<file path="src/rtl/pc_fetch_ctrl.sv">
// pc_fetch_ctrl: architectural PC and fetch sequencing for the MIPS core.
// Resolves next PC (jr > jump > branch > pc+4) under imem_ready/stall.
// Ports: clk, rst (async, active-high), stall, imem_ready, jump, jtarget,
//   branch_taken, branch_imm, jr, jr_addr -> pc_out, pc_plus4,
//   fetch_valid, misalign_fault (sticky until rst).
// Option: define PC_DELAY_SLOT_EN for a one-instruction branch delay slot.
module pc_fetch_ctrl #(
    parameter logic [31:0] RESET_PC = 32'h0040_0000
) (
    input  logic        clk,
    input  logic        rst,
    input  logic        stall,
    input  logic        imem_ready,
    input  logic        jump,
    input  logic [25:0] jtarget,
    input  logic        branch_taken,
    input  logic [15:0] branch_imm,
    input  logic        jr,
    input  logic [31:0] jr_addr,
    output logic [31:0] pc_out,
    output logic [31:0] pc_plus4,
    output logic        fetch_valid,
    output logic        misalign_fault
);

    typedef enum logic [1:0] {
        BOOT  = 2'd0,
        FETCH = 2'd1,
        FAULT = 2'd2
    } state_t;

    state_t      state_q, state_d;
    logic [31:0] pc_q, pc_d;
    logic [31:0] jump_tgt, br_tgt, redir_tgt;
    logic        advance, misalign;
    logic        sel_jr, sel_j, sel_b;

`ifdef PC_DELAY_SLOT_EN
    logic        pend_q, pend_d;
    logic [31:0] tgt_q, tgt_d;
    logic        redirect;
    assign redirect = jr | jump | branch_taken;
`endif

    assign pc_out   = pc_q;
    assign pc_plus4 = pc_q + 32'd4;

    assign jump_tgt = {pc_plus4[31:28], jtarget, 2'b00};
    assign br_tgt   = pc_plus4 + {{14{branch_imm[15]}}, branch_imm, 2'b00};

    // One-hot selects so the lower-priority requests are dropped.
    assign sel_jr = jr;
    assign sel_j  = jump & ~jr;
    assign sel_b  = branch_taken & ~jump & ~jr;

    assign advance  = (state_q == FETCH) && imem_ready && !stall;
    assign misalign = jr && (jr_addr[1:0] != 2'b00);

    always_comb begin
        redir_tgt = pc_plus4;
        unique case (1'b1)
            sel_jr:  redir_tgt = jr_addr;
            sel_j:   redir_tgt = jump_tgt;
            sel_b:   redir_tgt = br_tgt;
            default: redir_tgt = pc_plus4;
        endcase
    end

    always_comb begin
        state_d = state_q;
        pc_d    = pc_q;
`ifdef PC_DELAY_SLOT_EN
        pend_d  = pend_q;
        tgt_d   = tgt_q;
`endif
        case (state_q)
            BOOT:  state_d = FETCH;
            FETCH: begin
                if (advance) begin
`ifdef PC_DELAY_SLOT_EN
                    // Slot instruction: controls ignored, take the target.
                    if (pend_q) begin
                        pc_d   = tgt_q;
                        pend_d = 1'b0;
                    end else if (misalign) begin
                        state_d = FAULT;
                    end else begin
                        pc_d = pc_plus4;
                        if (redirect) begin
                            tgt_d  = redir_tgt;
                            pend_d = 1'b1;
                        end
                    end
`else
                    if (misalign) begin
                        state_d = FAULT;
                    end else begin
                        pc_d = redir_tgt;
                    end
`endif
                end
            end
            FAULT:   state_d = FAULT;
            default: state_d = BOOT;
        endcase
    end

    always_ff @(posedge clk or posedge rst) begin
        if (rst) begin
            state_q <= BOOT;
            pc_q    <= RESET_PC;
`ifdef PC_DELAY_SLOT_EN
            pend_q  <= 1'b0;
            tgt_q   <= 32'd0;
`endif
        end else begin
            state_q <= state_d;
            pc_q    <= pc_d;
`ifdef PC_DELAY_SLOT_EN
            pend_q  <= pend_d;
            tgt_q   <= tgt_d;
`endif
        end
    end

    assign fetch_valid    = (state_q == FETCH);
    assign misalign_fault = (state_q == FAULT);

endmodule

</file>
<file path="config.mk">
export PLATFORM = sky130hd
export DESIGN_NAME = pc_fetch_ctrl
export DESIGN_NICKNAME = d
export VERILOG_FILES = /design/src/rtl/pc_fetch_ctrl.sv
export SDC_FILE = /design/constraint.sdc
export NUM_CORES = 1
export LEC_CHECK = 0
export CAP_MARGIN = 20
export CORE_MARGIN = 8
export CORE_UTILIZATION = 52
export CTS_CLUSTER_SIZE = 8
export DETAILED_ROUTE_END_ITERATION = 16
export PLACE_DENSITY_LB_ADDON = 0.08
export SYNTH_ARGS = -nofsm -noshare
export SYNTH_HDL_FRONTEND = slang
export SYNTH_SLANG_ARGS = --single-unit
</file>
<file path="constraint.sdc">
create_clock -name clk -period 8.8 [get_ports clk]
set_clock_uncertainty 0.1 [all_clocks]
set_input_delay 0.88 -clock clk [delete_from_list [all_inputs] [get_ports clk]]
set_output_delay 0.88 -clock clk [all_outputs]
set_load 0.005 [all_outputs]
</file>
==> results.yml <==
outcome:
  status: "finished, final reports clean"
floorplan:
  num_io_pins: 147
  die_width_um: 110
  core_area_um2: 8680
  die_area_um2: 12200
  rows: 34
  initial_core_util_pct: 53.3
  fp.dieH_um: 110
setup_path:
  slowest_delay_ns: 0.49
  critical_path_class: "flip-flop to flip-flop"
  end_kind: "flip-flop"
  critPathMaxFanout: 8
  rrSetupSlack_ns: 4.60
  critPathRequiredTime_ns: 8.89
  regToRegEndpoint: "pc_out[29]"
  r2r-start: "pc_out[12]"
  worstPathCellList: "nand4_1 -> nor4_1 -> nand4_1 -> nor3_1 -> xor2_1 -> ha_1 -> a21o_1 -> a21o_1 -> a21oi_1 -> mux2i_1 -> a221oi_1 -> nand3b_1 -> a211o_1"
  critPathLaunchType: "flip-flop"
  ff2ff_path_depth: 13
  crit_arrival_ns: 4.29
  cp_slowest_cell: "dfrtp_1"
logic_synthesis:
  syn-num-nets: 745
  synthTopCellsByCount: "70 x a21oi_1, 58 x nand2_1, 42 x nor2_1"
  yosys-top-cells-area: "dfrtp_1 18%, ha_1 10%, a21oi_1 7.6%, xnor2_1 5.7%, nand2_1 4.7%"
  synth_top_area_cell: "dfrtp_1"
  syn_area_per_cell_um2: 7.41
  synth-warning-count: 0
  synth_top_area_share_pct: 17.8
  yosysMostFrequentCell: "a21oi_1"
  synth_edf_count: 0
  yosysSeqAreaShare_pct: 18.4
  synth_ff_type: "dfrtp_1"
  synth_cells: 625
  ys_ff_latch: 34
  synth_area_um2: 4630
  async_reset_ff_share_pct: 100
  yosysUniqueCellTypes: 69
clock_network:
  clk_latency_ns: 0.30
  cts-buffers-inserted: 5
  clk_pin_slew_ns: 0.08
  cts_buffer_depth: 2
  cts-root-buf: "clkbuf_8"
  cts_setup_buffers: 0
  cts.sink_count: 34
  ctsHoldBuffers: 0
  ctsResizeCount: 0
  cts_max_level: 2
  cts_tree: "built"
sta:
  setup_viol: 0
  hold_viol: 0
  finalCritPeriodShare_pct: 47.8
  fmax_mhz: 238
  setup_tns_ns: 0
  slew_violations: 0
  rsz0062_at_grt: "false"
  tightest_slew_ns: 1.10
  relSlewSlack_pct: 26.5
  finalCriticalPeriod_ns: 4.20
finish:
  fin_nets: 861
  syn_to_final_growth_pct: 33.8
  final_util_pct: 71.4
  drive_above_1_share_pct: 3.91
  n_antenna_cell: 0
  fillers: 707
global_route:
  grt_max_degree: 53
  antenna_found_initial: 0
  grt_util_all_layers_pct: 30.2
  grt_pass1_wl_um: 28800
  grt_pass1_vias: 5479
  grt-ovfl-total: 0
power:
  peakVddDrop_v: 0.000196
  power_density_nw_per_um2: 301
  p_leak_nw: 2.43
drt:
  drtAntennaViolNets: 0
  viasPerCell: 6.60
  drt_iter0_drc: 411
  wl_per_cell_um: 22.0
  drtPass1Iterations: 6
  drcViolationCount: 0
  postRouteWirelength_um: 18700
  vias: 5610
worst_hold_path:
  hp-class: "flip-flop to flip-flop"
  worstHoldStart: "pc_out[0]"
  holdPathStages: 1
  min_to: "pc_out[0]"
placed_design:
  gp_congestion: 0.977
  portBuffers: 146
  dp_hpwl_um: 14600
flow_run:
  maxCapViolations: 0
layout by cell type, fill, tap and decap left out, drive strengths merged, types with 4 or more instances in the layout:
cell           instances
ha                    38
clkdlybuf4s50        145
a21oi                 70
o21bai                 5
xor2                  17
nor2b                  7
and2                   4
nor3                  18
and3                  11
dfrtp                 33
o31ai                  5
nor4                   8
o21a                  12
a211o                  4
a21o                  11
nand2                 58
a22oi                  6
o21ai                 41
nand3                 22
a221oi                 5
a211oi                 6
buf                    5
o221ai                 5
nor2                  42
and4                   4
o22ai                 14
a2111oi                4
a31oi                 15
nand4                 24
inv                   19
clkbuf                 9
or3                    5
xnor2                 30
flip-flops by register name (all words and copies together) (netlist names):
| signal | cells |
|---|---|
| pc_out | 32 |
| state_q | 2 |
power by group:
group / switching (W) / total [W] / internal, W / leakage (nW)
clock: 0.0000677 / 0.000147 / 0.0000793 / 0.0575
sequential: 0.000139 / 0.000367 / 0.000228 / 0.409
combinational: 0.000715 / 0.00135 / 0.000639 / 1.96
total: 0.000921 / 0.00187 / 0.000946 / 2.43
logic make-up after synthesis:
family / after synthesis / share of synthesized area (%)
mux: 4 / 0.892
flops: 34 / 18.4
compound gates: 227 / 31.5
simple gates: 212 / 24.0
xor+xnor: 47 / 9.05
fa+ha+maj: 39 / 10.7
buf+inv: 62 / 5.46
critical path: cells and delay by family (launching register included):
| kind | cells | cell delay, ns |
|---|---|---|
| AND/OR/NAND/NOR | 5 | 1.50 |
| AO/OA/AOI/OAI | 5 | 1.15 |
| flip-flops | 1 | 0.49 |
| adder cells (fa/ha/maj) | 1 | 0.40 |
| XOR/XNOR | 1 | 0.33 |
| multiplexers | 1 | 0.12 |
through the flow:
stage / cell area [um^2] / setup slack [ns] / hold slack (ns) / power, W / std cells
floorplan: 4630 / 5.18 / 0.406 / 0.00112 / 625
global placement: 6090 / 4.76 / 0.392 / 0.00167 / 842
detailed placement: 6090 / 4.58 / 0.404 / 0.00169 / 842
CTS: 6200 / 4.67 / 0.420 / 0.00184 / 850
global route: 6200 / 4.33 / 0.456 / 0.00199 / 850
finish: 6200 / 4.60 / 0.414 / 0.00187 / 850
area by class of cell:
type,instances,area (um^2),area share [%]
Sequential cell,34,852,13.8
Clock buffer,8,110,1.78
Tap cell,108,135,2.18
Timing Repair Buffer,151,1490,24.1
Inverter,20,75.1,1.21
Multi-Input combinational cell,529,3530,57.0
layer usage:
metal / global-route usage (%) / routed length (um) / part of all wire (%)
met1: 36.1 / 7300 / 39
met2: 50.0 / 8760 / 47
met3: 6.40 / 1840 / 9.8
met4: 15.5 / 809 / 4.3
met5: 0 / 0 / 0
how the worst max path moves through the flow:
| stage | start | to | slack, ns | cells after the start |
|---|---|---|---|---|
| after floorplan | pc_out[4] | pc_out[31] | 5.18 | 14 |
| after global placement | branch_imm[15] | pc_out[31] | 4.76 | 9 |
| after detailed placement | branch_imm[15] | pc_out[31] | 4.58 | 9 |
| after CTS | pc_out[12] | pc_out[29] | 4.67 | 13 |
| after global routing | pc_out[12] | pc_out[29] | 4.33 | 13 |
| final | pc_out[12] | pc_out[29] | 4.60 | 13 |
Power figures use the tool's default switching activity.
